<file path="config.mk">
export PLATFORM = sky130hd
export DESIGN_NAME = fetch_stage_flat
export DESIGN_NICKNAME = d
export VERILOG_FILES = /design/src/rtl/fetch_pkg.sv /design/src/rtl/fetch_stage_if.sv /design/src/rtl/fetch_stage_if_id_buffer.sv /design/src/rtl/fetch_stage.sv /design/src/flat_wrapper.sv
export SDC_FILE = /design/constraint.sdc
export NUM_CORES = 1
export LEC_CHECK = 0
export CORE_ASPECT_RATIO = 2
export CORE_MARGIN = 8
export CORE_UTILIZATION = 44
export DETAILED_ROUTE_END_ITERATION = 16
export GPL_TIMING_DRIVEN = 0
export PLACE_DENSITY = 0.81
export SLEW_MARGIN = 0
export SYNTH_ARGS = -nofsm -noshare
export SYNTH_HDL_FRONTEND = slang
export SYNTH_SLANG_ARGS = --single-unit
export TNS_END_PERCENT = 1
</file>
<file path="constraint.sdc">
create_clock -name clk -period 5.9 [get_ports clk]
set_clock_uncertainty 0.15 [all_clocks]
set_input_delay 1.18 -clock clk [delete_from_list [all_inputs] [get_ports clk]]
set_output_delay 1.18 -clock clk [all_outputs]
set_load 0.005 [all_outputs]
</file>
<file path="src/rtl/fetch_pkg.sv">
// Shared types and constants for the instruction fetch stage.
// The IF/ID entry carries an abort marker that is only ever set when FETCH_ABORT_EN is defined.
package fetch_pkg;

    localparam int unsigned IF_XLEN     = 32;
    localparam int unsigned PC_STEP     = 4;
    localparam int unsigned PC_READ_OFS = 8;

    typedef enum logic [1:0] {
        IDLE,
        REQ,
        WAIT,
        DROP
    } fetch_state_t;

    typedef struct packed {
        logic               valid;
        logic [IF_XLEN-1:0] instr;
        logic [IF_XLEN-1:0] pc;
        logic [IF_XLEN-1:0] pc_plus8;
        logic               abort;
    } if_id_t;

endpackage

</file>
<file path="src/rtl/fetch_stage_if.sv">
// Instruction-memory bus and IF/ID handshake between fetch (master) and memory/decode (slave).
// The error/abort pair exists only when FETCH_ABORT_EN is defined.
interface fetch_stage_if #(
    parameter int unsigned XLEN = 32
);

    logic            imem_req_o;
    logic [XLEN-1:0] imem_addr_o;
    logic            imem_ready_i;
    logic            imem_rvalid_i;
    logic [XLEN-1:0] imem_rdata_i;
`ifdef FETCH_ABORT_EN
    logic            imem_err_i;
    logic            if_abort_o;
`endif
    logic            if_valid_o;
    logic [XLEN-1:0] if_instr_o;
    logic [XLEN-1:0] if_pc_o;
    logic [XLEN-1:0] if_pc_plus8_o;
    logic            id_ready_i;

    modport master (
`ifdef FETCH_ABORT_EN
        input  imem_err_i,
        output if_abort_o,
`endif
        output imem_req_o,
        output imem_addr_o,
        input  imem_ready_i,
        input  imem_rvalid_i,
        input  imem_rdata_i,
        output if_valid_o,
        output if_instr_o,
        output if_pc_o,
        output if_pc_plus8_o,
        input  id_ready_i
    );

    modport slave (
`ifdef FETCH_ABORT_EN
        output imem_err_i,
        input  if_abort_o,
`endif
        input  imem_req_o,
        input  imem_addr_o,
        output imem_ready_i,
        output imem_rvalid_i,
        output imem_rdata_i,
        input  if_valid_o,
        input  if_instr_o,
        input  if_pc_o,
        input  if_pc_plus8_o,
        output id_ready_i
    );

endinterface

</file>
<file path="src/rtl/fetch_stage_if_id_buffer.sv">
// Single-entry IF/ID buffer: flush beats load, load beats consume.
module if_id_buffer
    import fetch_pkg::*;
(
    input  logic   clk,
    input  logic   rst,
    input  logic   flush,
    input  logic   load,
    input  logic   consume,
    input  if_id_t load_data,
    output if_id_t entry
);

    // Clearing only valid/abort keeps the payload flops free of enable fan-in from flush/consume.
    always_ff @(posedge clk or posedge rst) begin
        if (rst) begin
            entry <= '0;
        end else if (flush) begin
            entry.valid <= 1'b0;
            entry.abort <= 1'b0;
        end else if (load) begin
            entry <= load_data;
        end else if (consume) begin
            entry.valid <= 1'b0;
            entry.abort <= 1'b0;
        end
    end

endmodule

</file>
<file path="src/rtl/fetch_stage.sv">
// Instruction fetch stage: drives the PC register, issues one imem request at a time,
// and fills the IF/ID buffer. Optional prefetch-abort support under FETCH_ABORT_EN.
module fetch_stage #(
    parameter int unsigned XLEN        = fetch_pkg::IF_XLEN,
    parameter int unsigned PC_STEP     = fetch_pkg::PC_STEP,
    parameter int unsigned PC_READ_OFS = fetch_pkg::PC_READ_OFS
) (
    input  logic            clk,
    input  logic            rst,
    input  logic [XLEN-1:0] pc_i,
    output logic [XLEN-1:0] pc_next_o,
    input  logic            redirect_i,
    input  logic [XLEN-1:0] redirect_target_i,
    fetch_stage_if.master   bus
);

    import fetch_pkg::*;

    fetch_state_t    state_q, state_d;
    logic [XLEN-1:0] faddr_q;
    logic            req, accept, load, consume;
    if_id_t          load_data, buf_q;

    assign req     = (state_q == REQ) && (!buf_q.valid || bus.id_ready_i);
    assign accept  = req && bus.imem_ready_i;
    assign consume = buf_q.valid && bus.id_ready_i;

    always_ff @(posedge clk or posedge rst) begin
        if (rst) begin
            state_q <= IDLE;
            faddr_q <= '0;
        end else begin
            state_q <= state_d;
            if (accept) begin
                faddr_q <= pc_i;
            end
        end
    end

    always_comb begin
        state_d   = state_q;
        pc_next_o = pc_i;
        load      = 1'b0;
        case (state_q)
            IDLE: state_d = REQ;
            REQ: begin
                if (accept) begin
                    state_d   = WAIT;
                    pc_next_o = pc_i + XLEN'(PC_STEP);
                end
            end
            WAIT: begin
                if (bus.imem_rvalid_i) begin
                    load    = 1'b1;
                    state_d = REQ;
                end
            end
            DROP: begin
                if (bus.imem_rvalid_i) begin
                    state_d = REQ;
                end
            end
            default: state_d = IDLE;
        endcase

        if (redirect_i) begin
            pc_next_o = redirect_target_i & ~XLEN'(3);
            load      = 1'b0;
            case (state_q)
                REQ:       state_d = accept ? DROP : REQ;
                WAIT, DROP: state_d = bus.imem_rvalid_i ? REQ : DROP;
                default:   state_d = REQ;
            endcase
        end
    end

    always_comb begin
        load_data          = '0;
        load_data.valid    = 1'b1;
        load_data.instr    = bus.imem_rdata_i;
        load_data.pc       = faddr_q;
        load_data.pc_plus8 = faddr_q + XLEN'(PC_READ_OFS);
`ifdef FETCH_ABORT_EN
        if (bus.imem_err_i) begin
            load_data.instr = '0;
            load_data.abort = 1'b1;
        end
`endif
    end

    if_id_buffer u_if_id_buffer (
        .clk       (clk),
        .rst       (rst),
        .flush     (redirect_i),
        .load      (load),
        .consume   (consume),
        .load_data (load_data),
        .entry     (buf_q)
    );

    assign bus.imem_req_o    = req;
    assign bus.imem_addr_o   = pc_i;
    assign bus.if_valid_o    = buf_q.valid;
    assign bus.if_instr_o    = buf_q.instr;
    assign bus.if_pc_o       = buf_q.pc;
    assign bus.if_pc_plus8_o = buf_q.pc_plus8;
`ifdef FETCH_ABORT_EN
    assign bus.if_abort_o    = buf_q.abort;
`else
    logic unused_abort;
    assign unused_abort = buf_q.abort;
`endif

endmodule

</file>
<file path="src/flat_wrapper.sv">
// flat-port wrapper written by rule: the top's interface ports become plain ports
module fetch_stage_flat import fetch_pkg::*;
#(
    parameter int unsigned XLEN        = fetch_pkg::IF_XLEN,
    parameter int unsigned PC_STEP     = fetch_pkg::PC_STEP,
    parameter int unsigned PC_READ_OFS = fetch_pkg::PC_READ_OFS
)
  (clk, rst, pc_i, pc_next_o, redirect_i, redirect_target_i, bus_imem_req_o, bus_imem_addr_o, bus_imem_ready_i, bus_imem_rvalid_i, bus_imem_rdata_i, bus_if_valid_o, bus_if_instr_o, bus_if_pc_o, bus_if_pc_plus8_o, bus_id_ready_i);
  fetch_stage_if #(.XLEN(XLEN)) bus_i ();
  input  logic clk;
  input  logic rst;
  input  logic [XLEN-1:0] pc_i;
  output logic [XLEN-1:0] pc_next_o;
  input  logic redirect_i;
  input  logic [XLEN-1:0] redirect_target_i;
  output wire logic [$bits(bus_i.imem_req_o)-1:0] bus_imem_req_o;
  output wire logic [$bits(bus_i.imem_addr_o)-1:0] bus_imem_addr_o;
  input wire logic [$bits(bus_i.imem_ready_i)-1:0] bus_imem_ready_i;
  input wire logic [$bits(bus_i.imem_rvalid_i)-1:0] bus_imem_rvalid_i;
  input wire logic [$bits(bus_i.imem_rdata_i)-1:0] bus_imem_rdata_i;
  output wire logic [$bits(bus_i.if_valid_o)-1:0] bus_if_valid_o;
  output wire logic [$bits(bus_i.if_instr_o)-1:0] bus_if_instr_o;
  output wire logic [$bits(bus_i.if_pc_o)-1:0] bus_if_pc_o;
  output wire logic [$bits(bus_i.if_pc_plus8_o)-1:0] bus_if_pc_plus8_o;
  input wire logic [$bits(bus_i.id_ready_i)-1:0] bus_id_ready_i;
  assign bus_imem_req_o = bus_i.imem_req_o;
  assign bus_imem_addr_o = bus_i.imem_addr_o;
  assign bus_i.imem_ready_i = bus_imem_ready_i;
  assign bus_i.imem_rvalid_i = bus_imem_rvalid_i;
  assign bus_i.imem_rdata_i = bus_imem_rdata_i;
  assign bus_if_valid_o = bus_i.if_valid_o;
  assign bus_if_instr_o = bus_i.if_instr_o;
  assign bus_if_pc_o = bus_i.if_pc_o;
  assign bus_if_pc_plus8_o = bus_i.if_pc_plus8_o;
  assign bus_i.id_ready_i = bus_id_ready_i;
  fetch_stage #(.XLEN(XLEN), .PC_STEP(PC_STEP), .PC_READ_OFS(PC_READ_OFS)) u_core (.clk(clk), .rst(rst), .pc_i(pc_i), .pc_next_o(pc_next_o), .redirect_i(redirect_i), .redirect_target_i(redirect_target_i), .bus(bus_i));
endmodule
</file>
# --- After elaboration in Yosys (flattened, before gate mapping) ---
# Index checks and enable logic that the tools add are counted.
word_totals:
  reg_bits: 131
  in_bits: 102
  output_inout_bits: 162
  elab_cells: 40
classes:
  n_addsub: 2
  eq_ne: 5
  mux: 16
  bitwise: 1
  n_reduce_logical: 10
op_table:
  columns: ["cell", "count"]
  rows:
  - ["$mux W32", 3]
  - ["$add A32 B3 Y32 const B", 1]
  - ["$add A32 B4 Y32 const B", 1]
  - ["$mux W2", 5]
  - ["$mux W1", 6]
  - ["$pmux W2 S3", 1]
  - ["$eq A2 B2 Y1 const B", 2]
  - ["$pmux W2 S2", 1]
  - ["$reduce_and A2 Y1", 2]
  - ["$logic_and A1 B1 Y1", 3]
  - ["$ne A3 B1 Y1 const B", 1]
  - ["$ne A3 B2 Y1 const B", 1]
  - ["$reduce_bool A3 Y1", 1]
  - ["$eq A2 B1 Y1 const B", 1]
  - ["$logic_not A2 Y1", 1]
  - ["$reduce_or A2 Y1", 1]
  - ["$logic_not A1 Y1", 1]
  - ["$logic_or A1 B1 Y1", 1]
  - ["$not A1 Y1", 1]

# --- Depth between registers and ports, before layout ---
# Gate-level depths: netlist of run 1.
logic_depth:
  depth_word: 7
  depth_mapped: 7

# --- Modules after synthesis ---
# A second synthesis of run 1 with hierarchy kept.
unflattened:
  cells_unflattened: 634
  hier_area_um2: 6872.8
modules_own_cells:
  columns: ["module", "instances", "cells_each", "area_each_um2"]
  rows:
  - ["if_id_buffer", 1, 211, 3726.1]
  - ["fetch_stage", 1, 423, 3146.8]

# --- Worst setup path after synthesis of run 1 ---
# OpenSTA, ideal clock, no wires.
synth_timing:
  kind: "input-to-output"
  start: "input port pc_i[13]"
  end: "output port pc_next_o[29]"
  arrival_ps: 2475
  required_ps: 4570
  setup_slack_ps: 2095
  stages: 5
  path_buffers: 0
  cell_sequence: "nand4_2 -> nand4bb_2 -> or4_1 -> xnor2_1 -> mux2_2"
synth_via:
  elab_chain_len: 4
synth_rtl:
  columns: ["element", "line", "source"]
  rows:
  - ["start: declaration", "flat_wrapper.sv:12", "input logic [XLEN-1:0] pc_i;"]
  - ["$add A32 B3 Y32", "fetch_stage.sv:49", "pc_next_o = pc_i + XLEN'(PC_STEP);"]
  - ["$mux W32", "fetch_stage.sv:47", "if (accept) begin"]
  - ["$mux W32", "fetch_stage.sv:44", "case (state_q)"]
  - ["$mux W32", "fetch_stage.sv:66", "if (redirect_i) begin"]
  - ["end: declaration", "flat_wrapper.sv:13", "output logic [XLEN-1:0] pc_next_o;"]
# Every way passes these cells.

# --- Worst setup path after layout of run 1 ---
layout_timing:
  start: "input port pc_i[2]"
  end: "output port pc_next_o[26]"
# The elaborated chain is that of the path after synthesis.

==> impl_metrics.toml, run 1 <==
[setup_path]
crit_type = "in -> out"
worstSetupStartpointType = "input pin"
r2r-end = "u_core.u_if_id_buffer.entry[97]$_DFFE_PP0P_"
r2r_setup_slack_ps = 3580
crit_fanout = 7
reg2reg_depth = 5
required_ps = 4570
cp-end-kind = "output port"
timing.rr.start = "u_core.state_q[0]$_DFFE_PP0P_"
worst_ep_arrival_time_ps = 4010

[worst_hold_path]
hold_class = "reg -> reg"
min_to = "u_core.u_if_id_buffer.entry[34]$_DFFE_PP0P_"
min_path_cells = 2
min_from = "u_core.faddr_q[1]$_DFFE_PP0P_"

[yosys]
ys_seq_elements = 128
ys_warn_count = 0
synth_edf_count = 0
synth_nets = 897
synth_ff_type = "dfrtp_1"
syn_area_per_cell_um2 = 8.33
syn_area_um2 = 6600
synthCells = 793
synth_cell_types = 42
async_flop_share_pct = 100
ys_seq_area_share_pct = 48.5

[floorplanning]
core_area_um2 = 14700
die-width_um = 103
io_pins = 264
num_rows = 63
initial_core_util_pct = 44.8
fp.dieH_um = 189
dieArea_um2 = 19400

[detailed_routing]
drtIter0Drc = 295
wl_per_cell_um = 18.2
routed_wl_mm = 23.3
drt_pass1_iterations = 5
vias = 6490
drc = 0
ant_nets = 0
viasPerCell = 5.07

[finish]
diodes = 0
multi_input_area_um2 = 2960
layout-drive-gt1-share_pct = 8.01
layout.nets = 1177
areaGrowthSynthToFinish_pct = 53.2
fill_cells = 1232
ff_latch_area_um2 = 3200
fin_area_um2 = 10100

[global_route]
grt.total_usage_pct = 24.8
overflow = 0
grt_pass1_wl_mm = 36.7
grt_pass1_vias = 6957
antenna_found_initial = 0
grt_max_degree = 86

[cts]
post-cts-setup-buffers = 0
h-tree-depth = 4
insertion_delay_ps = 420
cts_resized = 0
cts_tree = "yes"
cts_buffer_depth = 2
cts_made_buffers = 17
cts.clk_slew.worst_paths_ps = 60
clkSinkCount = 128
root_buffer = "clkbuf_16"
cts_hold_buf = 0

[run_status]
status = "completed"

[sta]
setup_viol = 0
finalHoldViolCount = 0
finalCritPeriodShare_pct = 90.5
relSlewSlack_pct = 49.8
fmax_mhz = 187
tightestPinTransition_ps = 746
rsz0062_at_grt = "no"
finalMaxSlewViolations = 0
layout_min_cycle_time_ps = 5340

[pwr]
power_density_nw_per_um2 = 372
fin_total_pwr_mw = 3.76
ir_drop_mv = 0.248
p_leak_nw = 4.58

[job]
drv_cap = 0

[placement]
gp_congestion = 0.958
place_area_um2 = 9480
dp_hpwl_mm = 18.7
port_buffers = 260
-- registers in the layout (all words and copies together) (netlist names) --
signal and count:
u_core.u_if_id_buffer.entry 94, u_core.faddr_q 32, u_core.state_q 2
-- logic make-up after synthesis --
kind of cell / after synthesis / synth area share, %
flops: 128 / 48.5
compound gates: 68 / 5.23
fa+ha+maj: 2 / 0.379
mux: 4 / 0.644
buf+inv: 81 / 6.67
simple gates: 455 / 31.3
xor+xnor: 55 / 7.29
-- synth_stat cells, types with 7 or more instances --
library cell | count | area, um^2
and3_1 | 9 | 56.3
xor2_1 | 35 | 307
and4_1 | 7 | 61.3
buf_4 | 35 | 263
o21ai_0 | 45 | 225
nand2_1 | 341 | 1280
clkbuf_1 | 33 | 124
nand4_1 | 24 | 150
o21ai_1 | 21 | 105
inv_1 | 7 | 26.3
dfrtp_1 | 128 | 3200
nor2_1 | 11 | 41.3
xnor2_1 | 20 | 175
nand3_1 | 22 | 110
-- routing by layer --
metal | vias up | global-route usage [%] | part of all wire [%]
li1 | 3117 | - | -
met1 | 3076 | 24.1 | 34
met2 | 242 | 46.1 | 56
met5 | - | 0 | 0
met3 | 55 | 5.30 | 5.9
met4 | 0 | 13.7 | 4.4
-- final cells by class --
type	count	share of cell area, %
repair buffers	261	26.0
clock inverters	15	2.08
clock buffers	17	4.20
well taps	195	2.41
inverters	7	0.309
multi-input cells	584	29.3
flip-flops and latches	128	31.7
plain buffers	74	4.09
-- worst max path at each step --
stage	start	to	slack, ps	cells after the start
3_3_place_gp	rst	u_core.u_if_id_buffer.entry[27]$_DFFE_PP0P_	-530	2
3_5_place_dp	pc_i[5]	pc_next_o[21]	680	7
2_1_floorplan	rst	u_core.faddr_q[0]$_DFFE_PP0P_	1160	1
5_1_grt	pc_i[2]	pc_next_o[26]	500	8
6_report	pc_i[2]	pc_next_o[26]	560	8
4_1_cts	pc_i[5]	pc_next_o[21]	640	7
-- critical path, cell delays in order --
cell             delay, ps
clkdlybuf4s50_1        670
ha_1                   370
nand4_1                140
nor4_1                 590
nand4_1                190
xor2_1                 170
o21ai_0                140
clkdlybuf4s50_1        550
-- placed cells by master, fill, tap and decap left out, drive strengths merged, types with 7 or more instances in the layout --
master / instances
xnor2: 20
xor2: 35
nor3: 7
clkbuf: 50
o21ai: 66
nor4: 8
dfrtp: 128
and3: 11
clkdlybuf4s50: 260
nor2: 11
inv: 10
nand4: 27
clkinv: 7
nand2: 341
and4: 7
buf: 42
nand3: 22
-- stage by stage --
stage	hold WS, ps	TNS [ps]	setup WS [ps]	std cells	utilization [%]
final	322	0	562	1281	68.6
after global routing	342	0	498	1281	68.6
after global placement	297	-65530	-526	1248	64.1
after floorplan	289	0	1160	793	-
after detailed placement	303	0	676	1249	64.3
after CTS	319	0	637	1281	68.6
-- power by group --
part / internal [mW] / switching [mW] / total [mW]
logic: 0.715 / 0.488 / 1.20
clock network: 0.713 / 0.412 / 1.12
registers: 1.19 / 0.244 / 1.43
Power figures use the tool's default switching activity.
==> run 2: changes to the inputs <==
CAP_MARGIN = 5   (was default)
CTS_CLUSTER_SIZE = 30   (was default)
GPL_ROUTABILITY_DRIVEN = 0   (was default)
==> run 2 against run 1 <==
Non-clock buffer count unchanged. Sequential share of layout area decreased by 0.11 points. Design area increased by 0.35%. Via count increased by 0.34%. Sequential cell count unchanged. Largest power group unchanged.
==> impl_metrics.toml, run 2 (same netlist as run 1, synthesis figures left out) <==
[floorplanning]
num_rows = 63
fp.dieH_um = 189
die-width_um = 103
io_pins = 264
core_area_um2 = 14700
dieArea_um2 = 19400
initial_core_util_pct = 44.8

[setup_path]
slowest_delay_ps = 650
crit_type = "in -> out"
worst_ep_arrival_time_ps = 3940
crit_path_cell_trace = "clkdlybuf4s50_1, ha_1, nand4_1, nor4_1, nand4_1, xor2_1, o21ai_0, clkdlybuf4s50_1"
timing.rr.start = "u_core.state_q[0]$_DFFE_PP0P_"
crit_path_start = "pc_i[2]"
cp_slowest_cell = "clkdlybuf4s50_1"
worstSetupStartpointType = "input pin"
required_ps = 4570
crit_fanout = 7
r2r_setup_slack_ps = 3580
critPathTopFamily = "buffers and inverters"
reg2reg_depth = 6
crit_buf_inv = 2
r2r-end = "u_core.u_if_id_buffer.entry[42]$_DFFE_PP0P_"
cp-end-kind = "output port"

[pwr]
ir_drop_mv = 0.226
fin_total_pwr_mw = 3.82
p_leak_nw = 4.59
power_density_nw_per_um2 = 376

[finish]
top_regs = "u_core.u_if_id_buffer.entry x94, u_core.faddr_q x32, u_core.state_q x2"
layout.nets = 1177
largest_reg_flops = 94
regMostFlops = "u_core.u_if_id_buffer.entry"
fin_area_um2 = 10200
final_common_cell = "nand2_1"
ff_latch_area_um2 = 3200
multi_input_area_um2 = 2960
layout-drive-gt1-share_pct = 7.92
layout.cells.non_filler = 1281
areaGrowthSynthToFinish_pct = 53.8
diodes = 0
fill_cells = 1189
layout_common_cells = "nand2_1, clkdlybuf4s50_1, dfrtp_1"

[placement]
place_area_um2 = 9480
port_buffers = 260
dp_hpwl_mm = 18.3
dp_cells = 1249
pre_cts_ws_ps = 711

[cts]
cts_buffer_depth = 2
cts_tree = "yes"
h-tree-depth = 4
cts_made_buffers = 17
clkSinkCount = 128
cts_resized = 0
root_buffer = "clkbuf_16"
insertion_delay_ps = 420
post-cts-setup-buffers = 0
cts_hold_buf = 0
cts.clk_slew.worst_paths_ps = 60

[detailed_routing]
wl_per_cell_um = 18.1
viasPerCell = 5.08
ant_nets = 0
drc = 0
drtIter0Drc = 269
drt_pass1_iterations = 5
vias = 6512
routed_wl_mm = 23.1

[global_route]
overflow = 0
grt_pass1_wl_mm = 36.2
antenna_found_initial = 0
grt_pass1_vias = 6927
grt_max_degree = 101
grt.total_usage_pct = 24.5

[job]
drv_cap = 0

[sta]
setup_viol = 0
relSlewSlack_pct = 53.2
rsz0062_at_grt = "no"
layout_min_cycle_time_ps = 5270
finalMaxSlewViolations = 0
finalCritPeriodShare_pct = 89.3
whs_ps = 322
fin_ws_ps = 631
fmax_mhz = 190
tightestPinTransition_ps = 695
finalHoldViolCount = 0

[worst_hold_path]
min_from = "u_core.u_if_id_buffer.entry[49]$_DFFE_PP0P_"
min_to = "u_core.u_if_id_buffer.entry[49]$_DFFE_PP0P_"
min_path_cells = 2
hold_class = "reg -> reg"

[run_status]
status = "completed"
[run 2: cell count changes in the layout (fill, tap and decap cells not counted), sizes merged]
| cell | before | now |
|---|---|---|
| clkinv | 7 | 1 |
| bufinv | 4 | 5 |
| clkbuf | 50 | 54 |
| clkinvlp | 1 | 2 |
[run 2: how the worst max path moves through the flow]
stage	end	slack (ps)	depth (start not counted)
4_1_cts	pc_next_o[29]	710	7
3_3_place_gp	u_core.u_if_id_buffer.entry[60]$_DFFE_PP0P_	-570	2
5_1_grt	pc_next_o[26]	450	8
2_1_floorplan	u_core.faddr_q[0]$_DFFE_PP0P_	1160	1
6_report	pc_next_o[26]	630	8
3_5_place_dp	pc_next_o[29]	710	7
[run 2: metal layers]
metal,vias up,global-route usage (%),wire (um)
met2,258,44.6,12700
met5,-,0,0
met4,0,15.3,1250
li1,3117,-,-
met1,3071,23.2,7710
met3,66,6.25,1490
[run 2: power breakdown]
part	internal (mW)	switching (mW)	leakage [nW]
registers	1.19	0.242	1.66
clock network	0.788	0.401	0.321
logic	0.715	0.488	2.61
total	2.69	1.13	4.59
[run 2: cell type report]
| type | count | area share [%] |
|---|---|---|
| inverter | 7 | 0.308 |
| clock inverter | 11 | 1.97 |
| multi-input combinational | 584 | 29.2 |
| buffer | 74 | 4.08 |
| tap | 195 | 2.40 |
| timing repair buffer | 261 | 25.9 |
| clock buffer | 21 | 4.63 |
| sequential | 128 | 31.5 |
[run 2: worst reg2reg max path, stage by stage (launching register included)]
cell and delay, ps:
dfrtp_1 410, nand4bb_1 160, clkbuf_1 390, clkbuf_1 460
clkbuf_1 470, nand2_1 130, nand2_1 90
[run 2: per-stage QoR]
stage / setup TNS [ps] / utilization (%)
5_1_grt: 0 / 68.9
2_1_floorplan: 0 / -
6_report: 0 / 68.9
3_3_place_gp: -71950 / 64.1
4_1_cts: 0 / 68.9
3_5_place_dp: 0 / 64.3
